[config.mk]
export PLATFORM = sky130hd
export DESIGN_NAME = minv_mdiv_seq
export DESIGN_NICKNAME = d
export VERILOG_FILES = /design/src/rtl/minv_mdiv_pkg.sv /design/src/rtl/minv_dig_cnt.sv /design/src/rtl/minv_mdiv_seq.sv
export SDC_FILE = /design/constraint.sdc
export NUM_CORES = 1
export LEC_CHECK = 0
export ABC_AREA = 0
export CORE_MARGIN = 3
export CORE_UTILIZATION = 49
export DETAILED_ROUTE_END_ITERATION = 12
export GPL_ROUTABILITY_DRIVEN = 0
export PLACE_DENSITY = 0.85
export SLEW_MARGIN = 20
export SYNTH_ARGS = -nofsm -noshare
export SYNTH_HDL_FRONTEND = slang
export SYNTH_SLANG_ARGS = --single-unit
[constraint.sdc]
create_clock -name clk -period 3.42 [get_ports clk]
set_clock_uncertainty 0.2 [all_clocks]
set_input_delay 0.684 -clock clk [delete_from_list [all_inputs] [get_ports clk]]
set_output_delay 0.684 -clock clk [all_outputs]
set_load 0.005 [all_outputs]
[src/rtl/minv_mdiv_pkg.sv]
// Shared encodings for the modular inverse / division sequencer:
// state codes, datapath op codes, register-write bit positions and width helpers.
package minv_mdiv_pkg;

  typedef enum logic [3:0] {
    S_IDLE   = 4'd0,
    S_CHECK  = 4'd1,
    S_U_HALF = 4'd2,
    S_X1_ADJ = 4'd3,
    S_V_HALF = 4'd4,
    S_X2_ADJ = 4'd5,
    S_SUB_UV = 4'd6,
    S_SUB_VU = 4'd7,
    S_SUB_X  = 4'd8,
    S_FIX_X  = 4'd9,
    S_DONE   = 4'd10,
    S_ERR    = 4'd11
  } state_e;

  localparam logic [2:0] OP_NOP     = 3'd0;
  localparam logic [2:0] OP_SHR_U   = 3'd1;
  localparam logic [2:0] OP_SHR_V   = 3'd2;
  localparam logic [2:0] OP_ADD_P   = 3'd3;
  localparam logic [2:0] OP_SUB_UV  = 3'd4;
  localparam logic [2:0] OP_SUB_VU  = 3'd5;
  localparam logic [2:0] OP_SUB_X12 = 3'd6;
  localparam logic [2:0] OP_SUB_X21 = 3'd7;

  localparam int WR_U  = 0;
  localparam int WR_V  = 1;
  localparam int WR_X1 = 2;
  localparam int WR_X2 = 3;
  localparam int WR_T  = 4;

  function automatic int clog2(input int n);
    int r;
    r = 0;
    while ((1 << r) < n) r = r + 1;
    return r;
  endfunction

  // Counter width that never collapses to zero bits.
  function automatic int cnt_w(input int n);
    return (clog2(n) < 1) ? 1 : clog2(n);
  endfunction

  function automatic logic is_multi(input state_e s);
    case (s)
      S_X1_ADJ, S_X2_ADJ, S_SUB_UV, S_SUB_VU, S_SUB_X, S_FIX_X: return 1'b1;
      default: return 1'b0;
    endcase
  endfunction

endpackage

[src/rtl/minv_dig_cnt.sv]
// Digit index counter for digit-serial operations: clear wins over enable,
// wraps after NDIG-1 and flags the last digit.
module minv_dig_cnt
  import minv_mdiv_pkg::*;
#(
  parameter int NDIG = 4
) (
  input  logic                      clk,
  input  logic                      rst,
  input  logic                      clr,
  input  logic                      en,
  output logic [cnt_w(NDIG)-1:0]    cnt,
  output logic                      last
);

  localparam int CW = cnt_w(NDIG);
  localparam logic [CW-1:0] LAST_IDX = CW'(NDIG - 1);

  logic [CW-1:0] cnt_q, cnt_d;

  always_comb begin
    cnt_d = cnt_q;
    if (clr) begin
      cnt_d = '0;
    end else if (en) begin
      cnt_d = (cnt_q == LAST_IDX) ? '0 : cnt_q + 1'b1;
    end
  end

  always_ff @(posedge clk or negedge rst) begin
    if (!rst) begin
      cnt_q <= '0;
    end else begin
      cnt_q <= cnt_d;
    end
  end

  assign cnt  = cnt_q;
  assign last = (cnt_q == LAST_IDX);

endmodule

[src/rtl/minv_mdiv_seq.sv]
// Control sequencer for a digit-serial binary extended-Euclid datapath that
// computes modular inverse (x1 = 1) or modular division (x1 = numerator).
module minv_mdiv_seq
  import minv_mdiv_pkg::*;
#(
  parameter int W        = 256,
  parameter int D        = 16,
  parameter int ITER_MAX = 2 * W
) (
  input  logic                      clk,
  input  logic                      rst,
  input  logic                      start,
  input  logic                      mode,
  input  logic                      abort,
  input  logic                      u_is1,
  input  logic                      v_is1,
  input  logic                      u_lsb,
  input  logic                      v_lsb,
  input  logic                      x1_lsb,
  input  logic                      x2_lsb,
  input  logic                      diff_neg,
  input  logic                      x_neg,
  output logic                      busy,
  output logic                      done,
  output logic                      err,
  output logic                      init_ld,
  output logic                      init_x1_sel,
  output logic [2:0]                op,
  output logic [4:0]                wr_en,
  output logic                      shr_en,
  output logic                      carry_first,
  output logic [cnt_w(W/D)-1:0]     dig_cnt,
  output logic                      res_sel,
  output logic [3:0]                state
);

  localparam int NDIG = W / D;
  localparam int IW   = cnt_w(ITER_MAX + 1);
  localparam logic [IW-1:0] IMAX = IW'(ITER_MAX);

  generate
    if ((D <= 0) || (W % D != 0)) begin : g_bad_width
      $error("minv_mdiv_seq: W must be a multiple of D");
    end
  endgenerate

  state_e          state_q, state_d;
  logic [IW-1:0]   iter_q, iter_d;
  logic            dir_q, dir_d;
  logic            res_sel_q, res_sel_d;

  logic [cnt_w(NDIG)-1:0] dig_cnt_w;
  logic            dig_last;
  logic            cnt_clr;
  logic            cnt_en;

  logic [2:0]      op_c;
  logic [4:0]      wr_c;
  logic            shr_c, done_c, err_c, init_c;

  always_comb begin
    state_d   = state_q;
    iter_d    = iter_q;
    dir_d     = dir_q;
    res_sel_d = res_sel_q;
    op_c      = OP_NOP;
    wr_c      = '0;
    shr_c     = 1'b0;
    done_c    = 1'b0;
    err_c     = 1'b0;
    init_c    = 1'b0;

    case (state_q)
      S_IDLE: begin
        if (start) begin
          state_d   = S_CHECK;
          iter_d    = '0;
          dir_d     = 1'b0;
          res_sel_d = 1'b0;
          init_c    = 1'b1;
        end
      end
      S_CHECK: begin
        if (iter_q == IMAX) begin
          state_d = S_ERR;
        end else if (u_is1) begin
          state_d   = S_DONE;
          res_sel_d = 1'b0;
        end else if (v_is1) begin
          state_d   = S_DONE;
          res_sel_d = 1'b1;
        end else if (!u_lsb && !v_lsb) begin
          state_d = S_ERR;       // gcd(u,v) even: no inverse exists
        end else if (!u_lsb) begin
          state_d = S_U_HALF;
        end else if (!v_lsb) begin
          state_d = S_V_HALF;
        end else begin
          state_d = S_SUB_UV;
        end
      end
      S_U_HALF: begin
        op_c       = OP_SHR_U;
        wr_c[WR_U] = 1'b1;
        shr_c      = 1'b1;
        if (x1_lsb) begin
          state_d = S_X1_ADJ;
        end else begin
          wr_c[WR_X1] = 1'b1;
          state_d     = S_CHECK;
        end
      end
      S_X1_ADJ: begin
        op_c        = OP_ADD_P;
        wr_c[WR_X1] = 1'b1;
        if (dig_last) begin
          shr_c   = 1'b1;
          state_d = S_CHECK;
        end
      end
      S_V_HALF: begin
        op_c       = OP_SHR_V;
        wr_c[WR_V] = 1'b1;
        shr_c      = 1'b1;
        if (x2_lsb) begin
          state_d = S_X2_ADJ;
        end else begin
          wr_c[WR_X2] = 1'b1;
          state_d     = S_CHECK;
        end
      end
      S_X2_ADJ: begin
        op_c        = OP_ADD_P;
        wr_c[WR_X2] = 1'b1;
        if (dig_last) begin
          shr_c   = 1'b1;
          state_d = S_CHECK;
        end
      end
      S_SUB_UV: begin
        op_c       = OP_SUB_UV;
        wr_c[WR_T] = 1'b1;
        if (dig_last) begin
          if (diff_neg) begin
            dir_d   = 1'b1;
            state_d = S_SUB_VU;
          end else begin
            // u >= v: commit the trial difference held in t into u
            wr_c       = '0;
            wr_c[WR_U] = 1'b1;
            dir_d      = 1'b0;
            state_d    = S_SUB_X;
          end
        end
      end
      S_SUB_VU: begin
        op_c       = OP_SUB_VU;
        wr_c[WR_V] = 1'b1;
        dir_d      = 1'b1;
        if (dig_last) state_d = S_SUB_X;
      end
      S_SUB_X: begin
        if (dir_q) begin
          op_c        = OP_SUB_X21;
          wr_c[WR_X2] = 1'b1;
        end else begin
          op_c        = OP_SUB_X12;
          wr_c[WR_X1] = 1'b1;
        end
        if (dig_last) state_d = x_neg ? S_FIX_X : S_CHECK;
      end
      S_FIX_X: begin
        op_c                         = OP_ADD_P;
        wr_c[dir_q ? WR_X2 : WR_X1]  = 1'b1;
        if (dig_last) state_d = S_CHECK;
      end
      S_DONE: begin
        done_c  = 1'b1;
        state_d = S_IDLE;
      end
      S_ERR: begin
        err_c   = 1'b1;
        state_d = S_IDLE;
      end
      default: state_d = S_IDLE;
    endcase

    if (abort && (state_q != S_IDLE)) begin
      state_d = S_IDLE;
      op_c    = OP_NOP;
      wr_c    = '0;
      shr_c   = 1'b0;
      done_c  = 1'b0;
      err_c   = 1'b0;
    end

    // CHECK never loops on itself, so landing there is always a fresh entry.
    if ((state_d == S_CHECK) && (iter_d != IMAX)) begin
      iter_d = iter_d + 1'b1;
    end
  end

  assign cnt_clr = (state_d != state_q);
  assign cnt_en  = is_multi(state_q);

  minv_dig_cnt #(
    .NDIG (NDIG)
  ) u_dig_cnt (
    .clk  (clk),
    .rst  (rst),
    .clr  (cnt_clr),
    .en   (cnt_en),
    .cnt  (dig_cnt_w),
    .last (dig_last)
  );

  always_ff @(posedge clk or negedge rst) begin
    if (!rst) begin
      state_q   <= S_IDLE;
      iter_q    <= '0;
      dir_q     <= 1'b0;
      res_sel_q <= 1'b0;
    end else begin
      state_q   <= state_d;
      iter_q    <= iter_d;
      dir_q     <= dir_d;
      res_sel_q <= res_sel_d;
    end
  end

  assign busy        = (state_q != S_IDLE);
  assign done        = done_c;
  assign err         = err_c;
  assign init_ld     = init_c & rst;
  assign init_x1_sel = init_c & rst & mode;
  assign op          = op_c;
  assign wr_en       = wr_c;
  assign shr_en      = shr_c;
  assign carry_first = is_multi(state_q) & (dig_cnt_w == '0) & ~abort;
  assign dig_cnt     = dig_cnt_w;
  assign res_sel     = done_c & res_sel_q;
  assign state       = state_q;

endmodule

Word-level counts from Yosys, hierarchy flattened

Index checks and enable logic that the tools add are counted.

Add/subtract/negate cells: 2
Reduce and logical (&&, ||, !) cells: 19
Bitwise operators: 6
Muxes and demuxes: 59
Magnitude comparators: 2
Equality and inequality tests: 20

Operator list:

| cell                  | count |
|---|---|
| $mux 4                | 15 |
| $pmux 4 s8            | 1 |
| $mux 10               | 3 |
| $mux 1                | 22 |
| $eq 4x4->1 const B    | 5 |
| $pmux 3 s6            | 1 |
| $eq 4x3->1 const B    | 4 |
| $mux 5                | 3 |
| $add 10x1->10 const B | 1 |
| $eq 10x10->1 const B  | 1 |
| $ne 10x10->1 const B  | 1 |
| $pmux 1 s5            | 2 |
| $mux 3                | 3 |
| $pmux 1 s3            | 3 |
| $eq 4x1->1 const B    | 2 |
| $eq 4x2->1 const B    | 2 |
| $logic_not 4->1       | 2 |
| $ne 2x2->1 const B    | 3 |
| $pmux 1 s2            | 3 |
| $reduce_or 2->1       | 3 |
| $reduce_or 6->1       | 1 |
| $and 1x1->1           | 5 |
| $add 4x1->4 const B   | 1 |
| $logic_and 1x1->1     | 4 |
| other kinds (14)      | 17 |

Output and inout bits: 24
Register bits: 20

Logic depth before layout (Yosys ltp)

Depth in word-level cells: 11
Depth in mapped cells: 10
Depth with buffers taken out: 8

Hierarchy

From an unflattened synthesis, not the netlist that was laid out.

Cells, all modules: 209
Area, all modules: 1696.6 µm²

By module, submodules not included:

| module        | instances | area each (µm²) | seq. area each (µm²) | cells an instance |
|---|---|---|---|---|
| minv_mdiv_seq | 1         | 1490.2          | 400.4                | 189 |
| minv_dig_cnt  | 1         | 206.4           | 100.1                | 20 |

Least setup slack after synthesis

Ideal clock, no wire load.

Kind: flip-flop to flip-flop
Start point: register state_q[3], in the netlist state[3]
End point: register iter_q[3]
Path slack: 0.437 ns
Stages on the path, launching flop included: 10
Period minus slack after synthesis: 2.983 ns
Data arrival time: 2.705 ns
Required time: 3.143 ns
Cell sequence: dfrtp_1 -> buf_6 -> or4b_1 -> buf_2 -> nor4_4 -> nor4_2 -> or4_1 -> buf_2 -> or4_1 -> a21oi_1

Word-level cells in the longest chain between the ends: 7
Elaborated cells on any way between the ends: 26

Ends and longest elaborated chain:

| item                                     | line                 | RTL |
|---|---|---|
| from (decl)                              | minv_mdiv_seq.sv:47  | `state_e state_q, state_d;` |
| from (signal assigned)                   | minv_mdiv_seq.sv:224 | `state_q <= state_d;` |
| $eq 4x2->1, or another cell as far along | minv_mdiv_seq.sv:73  | `case (state_q)` |
| $reduce_or 3->1 (no source line)         | n/a                  |  |
| $pmux 4 s8                               | minv_mdiv_seq.sv:73  |  |
| $mux 4                                   | minv_mdiv_seq.sv:188 | `if (abort && (state_q != S_IDLE)) begin` |
| $eq 4x1->1                               | minv_mdiv_seq.sv:198 | `if ((state_d == S_CHECK) && (iter_d != IMAX)) begin` |
| $logic_and 1x1->1                        | minv_mdiv_seq.sv:198 |  |
| $mux 10 (*)                              | minv_mdiv_seq.sv:198 |  |
| net iter_d[3]                            | minv_mdiv_seq.sv:48  | `logic [IW-1:0] iter_q, iter_d;` |
| to (signal assigned)                     | minv_mdiv_seq.sv:225 | `iter_q <= iter_d;` |
| to (decl)                                | minv_mdiv_seq.sv:48  |  |

The timed path passes the listed nets; every way through them passes the cells marked *.
A chain may end at the register's enable or synchronous reset.

Worst setup path after layout

Start point: register state_q[2], in the netlist state[2]
End point: output port carry_first

Word-level cells in the longest chain between the ends: 5
Elaborated cells on any way between the ends: 10

Ends and longest elaborated chain:

| item                                     | line                 | RTL |
|---|---|---|
| $eq 4x2->1, or another cell as far along | minv_mdiv_pkg.sv:48  | `case (s)` |
| $reduce_or 6->1 (*)                      | minv_mdiv_pkg.sv:48  |  |
| $mux 1 (*)                               | minv_mdiv_pkg.sv:48  |  |
| $and 1x1->1 (*) (2 in a row)             | minv_mdiv_seq.sv:239 | `assign carry_first = is_multi(state_q) & (dig_cnt_w == '0) & ~abort;` |
| to (decl)                                | minv_mdiv_seq.sv:31  | `output logic carry_first,` |

Every way passes the cells marked *; elsewhere a longest branch is shown, timed or not.

==> results.md <==
Synth:
- The number of warnings printed during yosys synthesis is 0.
- After synthesis, the mean cell area works out to 7.79 um2.
- Yosys mapped a number of flops with a built-in enable equal to 0.
- By area the synthesized netlist is led by dfrtp_1 (28%), a21oi_1 (5.4%), nor2_1 (5.3%).
- The proportion of synthesized chip area in sequential cells is 0.282.
- dfrtp_1 takes more of the synthesized area than any other cell.
- For this run, asynchronously set or reset flops after synthesis account for 1.00.
- Synthesis produced a netlist with a net count of 245.
- The most used flip-flop cell after synthesis is dfrtp_1.
- The mapped netlist covers 0.00178 mm2.
- The share of synthesized area in the top cell type comes to 0.282.
- Synthesis inferred 20 register bits.
- The synthesized instance count is 228.
- The unique cell type count in the Yosys netlist is 57.

Layout:
- The filler cell count is 291.
- Relative to the synthesized area, the layout overhead comes to 28.7%.
- The final-stage net count is 290.
- The repair_antennas step left the layout with diodes totalling 0.
- The fraction of layout instances using a drive strength above 1 is 0.107.
- The area of all placed cells without fillers is 0.00229 mm2.
- The library cell used most frequently in the layout, excluding fill and tap cells, is clkdlybuf4s50_1.
- The library cells used most frequently in the layout, excluding fill and tap cells, are clkdlybuf4s50_1 (36), nor2_1 (25), nand2_1 (22).

Setup path:
- The critical path data arrival time is 2380 ps.
- The critical path is of the flop to primary output type.
- The kind of capture point of the worst setup path is a primary output.
- Traced cell by cell, the critical path runs through buf_4 > or3b_2 > o211ai_1 > and4b_1 > clkdlybuf4s50_1.
- The worst setup path is launched from a flop.
- The highest fanout seen on the critical path is 18.
- The setup check on the worst reg-to-reg path leaves a slack of 250 ps.
- Data on the critical path is required at its endpoint by 2540 ps.
- The worst stage delay on the critical path is 510 ps.
- Among all stages on the critical path, the largest delay is contributed by or3b_2.
- The start point of the critical path is state[2]$_DFF_PN0_.
- The startpoint identified for the worst register-to-register timing path is state[0]$_DFF_PN0_.

Clocking:
- The clock passes through at most 2 buffers.
- The library cell used as clock root buffer is clkbuf_4.
- CTS built an H-tree with a depth of 1.
- For this design, the CTS-stage hold fixing added 0 buffers.
- The number of buffers inserted during clock tree synthesis is 3.
- The number of setup buffers added after CTS is 0.
- After clock tree synthesis, the clock-pin slew on the worst setup and hold paths is 110 ps.
- The source-to-sink clock delay at the later pin of the worst-skew pair is 300 ps.
- In this run, post-CTS repair resized a total of 0 instances.
- Clock tree synthesis found a total of 20 sinks.
- TritonCTS built the clock tree.

Placed design:
- The HPWL after detailed placement is 3750 um.
- Port buffering added 36 buffers.
- The area of placed instances is 0.00226 mm2.

Route:
- Dividing the detail-routed wire length by the instance count gives 15.5 um.
- The routed layout has 1939 vias.
- The number of antenna-violating nets in the routed design is 0.
- After the first detailed-routing iteration, the DRC count stood at 206.
- The total routed wirelength is 4920 um.
- For this run, design rule violations remaining after detail routing come to 0.
- The number of iterations in the first detailed-routing pass is 4.
- After detailed routing, the number of vias per cell comes to 6.12.

GRT:
- For this run, the total global-route usage over all layers was measured as 0.233.
- The number of antenna violations at the first check in global routing came to 0.
- The pin count of the biggest net entering global routing is 30.
- For this run the aggregate overflow at the end of global routing stands at 0.
- The wire length of the first global-routing pass is 8080 um.
- The number of global-route vias before repair was 1731.

Power:
- The analysis attributes to net switching a power of 0.000620 W.
- The analysis attributes to cell leakage a power of 0.930 nW.
- The fraction of power consumed by sequential logic is 0.236.
- Internal power comes to 0.000732 W.
- The fraction of power spent switching nets is 0.458.
- The clock power share is 0.084.
- Of the total power, combinational logic draws 0.680.
- Power spread over the standard cell area amounts to 591 mW/mm2.
- The post-route total power is 0.00135 W.
- The peak supply drop is 444 uV.

Outcome:
- The flow ran to the end, and the final reports show no timing, DRC or antenna violations.

Run:
- The number of maximum-capacitance constraint violations is 0.

STA:
- The remaining max-slew budget at the tightest pin is 0.700.
- After layout, the minimum clock period comes to 3260 ps.
- Setup repair after global routing left no endpoint under its margin.
- The maximum clock rate is 0.307 GHz.
- The portion of the clock cycle consumed by the worst path in the final layout is 0.953.
- The max-slew violation count came to 0.
- The actual slew at the worst max-slew pin is 447 ps.
- The final number of hold-violating endpoints was 0.
- Setup violations remaining at the end of the flow were counted as 0.

Floorplanning:
- The floorplan step set the die width to 66.2 um.
- The starting density of the core is 0.520.
- After floorplanning, the core was divided into 21 placement rows.
- The number of top-level design ports is 37.
- The floorplan step defined a die boundary enclosing 0.00438 mm2.
- The area of the placeable core is 0.00342 mm2.
- The die is 66.2 um tall.

Min path:
- The worst hold path startpoint is res_sel_q$_DFFE_PN0P_.
- The path class of the tightest hold or removal check is flop to flop.
## worst max-delay path, delay by kind of cell (launching register included)
family | cells | cell delay [ps]
AND/OR/NAND/NOR | 2 | 740
buffers and inverters | 2 | 720
flip-flops | 1 | 460
AO/OA/AOI/OAI | 1 | 160
## path summary, 6_finish.rpt
path / end / depth (start not counted)
worst min-delay path: res_sel_q$_DFFE_PN0P_ / 2
worst max register to register: iter_q[4]$_DFF_PN0_ / 8
worst min register to register: res_sel_q$_DFFE_PN0P_ / 2
min in group asynchronous: iter_q[6]$_DFF_PN0_ / 2
worst max-delay path: carry_first / 5
max in group asynchronous: dir_q$_DFFE_PN0P_ / 2
## kinds of logic (layout without fill, tap and decap cells)
group | after synthesis | count (layout) | share of synthesized area
compound gates | 55 | 55 | 0.208
buf+inv | 23 | 66 | 0.0556
simple gates | 115 | 115 | 0.365
flops | 20 | 20 | 0.282
fa+ha+maj | 4 | 4 | 0.0282
mux | 8 | 8 | 0.0458
xor+xnor | 3 | 3 | 0.0148
## metal layers
metal	vias to the layer above	GRT usage	wire, um
li1	933	-	-
met1	902	0.333	2180
met2	94	0.357	2240
met3	10	0.0306	408
met4	0	0.0863	87
met5	-	0	0
## final cells by class
cell class	instances	area [um2]	share of cell area
well taps	46	57.6	0.0252
flip-flops and latches	20	500	0.219
multi-input cells	185	1180	0.515
inverters	9	33.8	0.0148
clock buffers	3	22.5	0.00985
repair buffers	54	495	0.217
## power by group through the flow
| stage | combinational (W) | sequential [W] | clock [W] |
|---|---|---|---|
| global route | 0.00102 | 0.000322 | 0.000125 |
| detailed placement | 0.000908 | 0.000322 | 0 |
| floorplan | 0.000583 | 0.000305 | 0 |
| global placement | 0.000882 | 0.000320 | 0 |
| finish | 0.000919 | 0.000319 | 0.000114 |
| CTS | 0.000913 | 0.000317 | 0.000114 |
## state kept, by name (all words and copies together) (netlist names)
register,flops
res_sel_q,1
iter_q,10
dir_q,1
u_dig_cnt.cnt,4
state,4
## cells in the mapped netlist (4+ instances only)
| cell | instances |
|---|---|
| a21oi_1 | 19 |
| and3_1 | 4 |
| buf_2 | 4 |
| clkbuf_1 | 8 |
| dfrtp_1 | 20 |
| ha_1 | 4 |
| inv_1 | 9 |
| mux2i_1 | 7 |
| nand2_1 | 22 |
| nand2b_1 | 7 |
| nand3_1 | 7 |
| nand4_1 | 6 |
| nor2_1 | 25 |
| nor3_1 | 8 |
| nor4_1 | 6 |
| o21ai_0 | 9 |
| o31ai_1 | 4 |
## stage by stage
step | hold WS [ps] | worst slack (ps) | util | setup TNS [ps] | std cells
after global placement | 325 | -56.8 | 0.663 | -155 | 314
after global routing | 366 | 29.8 | 0.670 | 0 | 317
final | 358 | 160 | 0.670 | 0 | 317
after detailed placement | 335 | -129 | 0.663 | -405 | 314
after CTS | 360 | 163 | 0.670 | 0 | 317
after floorplan | 188 | 437 | - | 0 | 228
(Power assumes the default switching activity.)
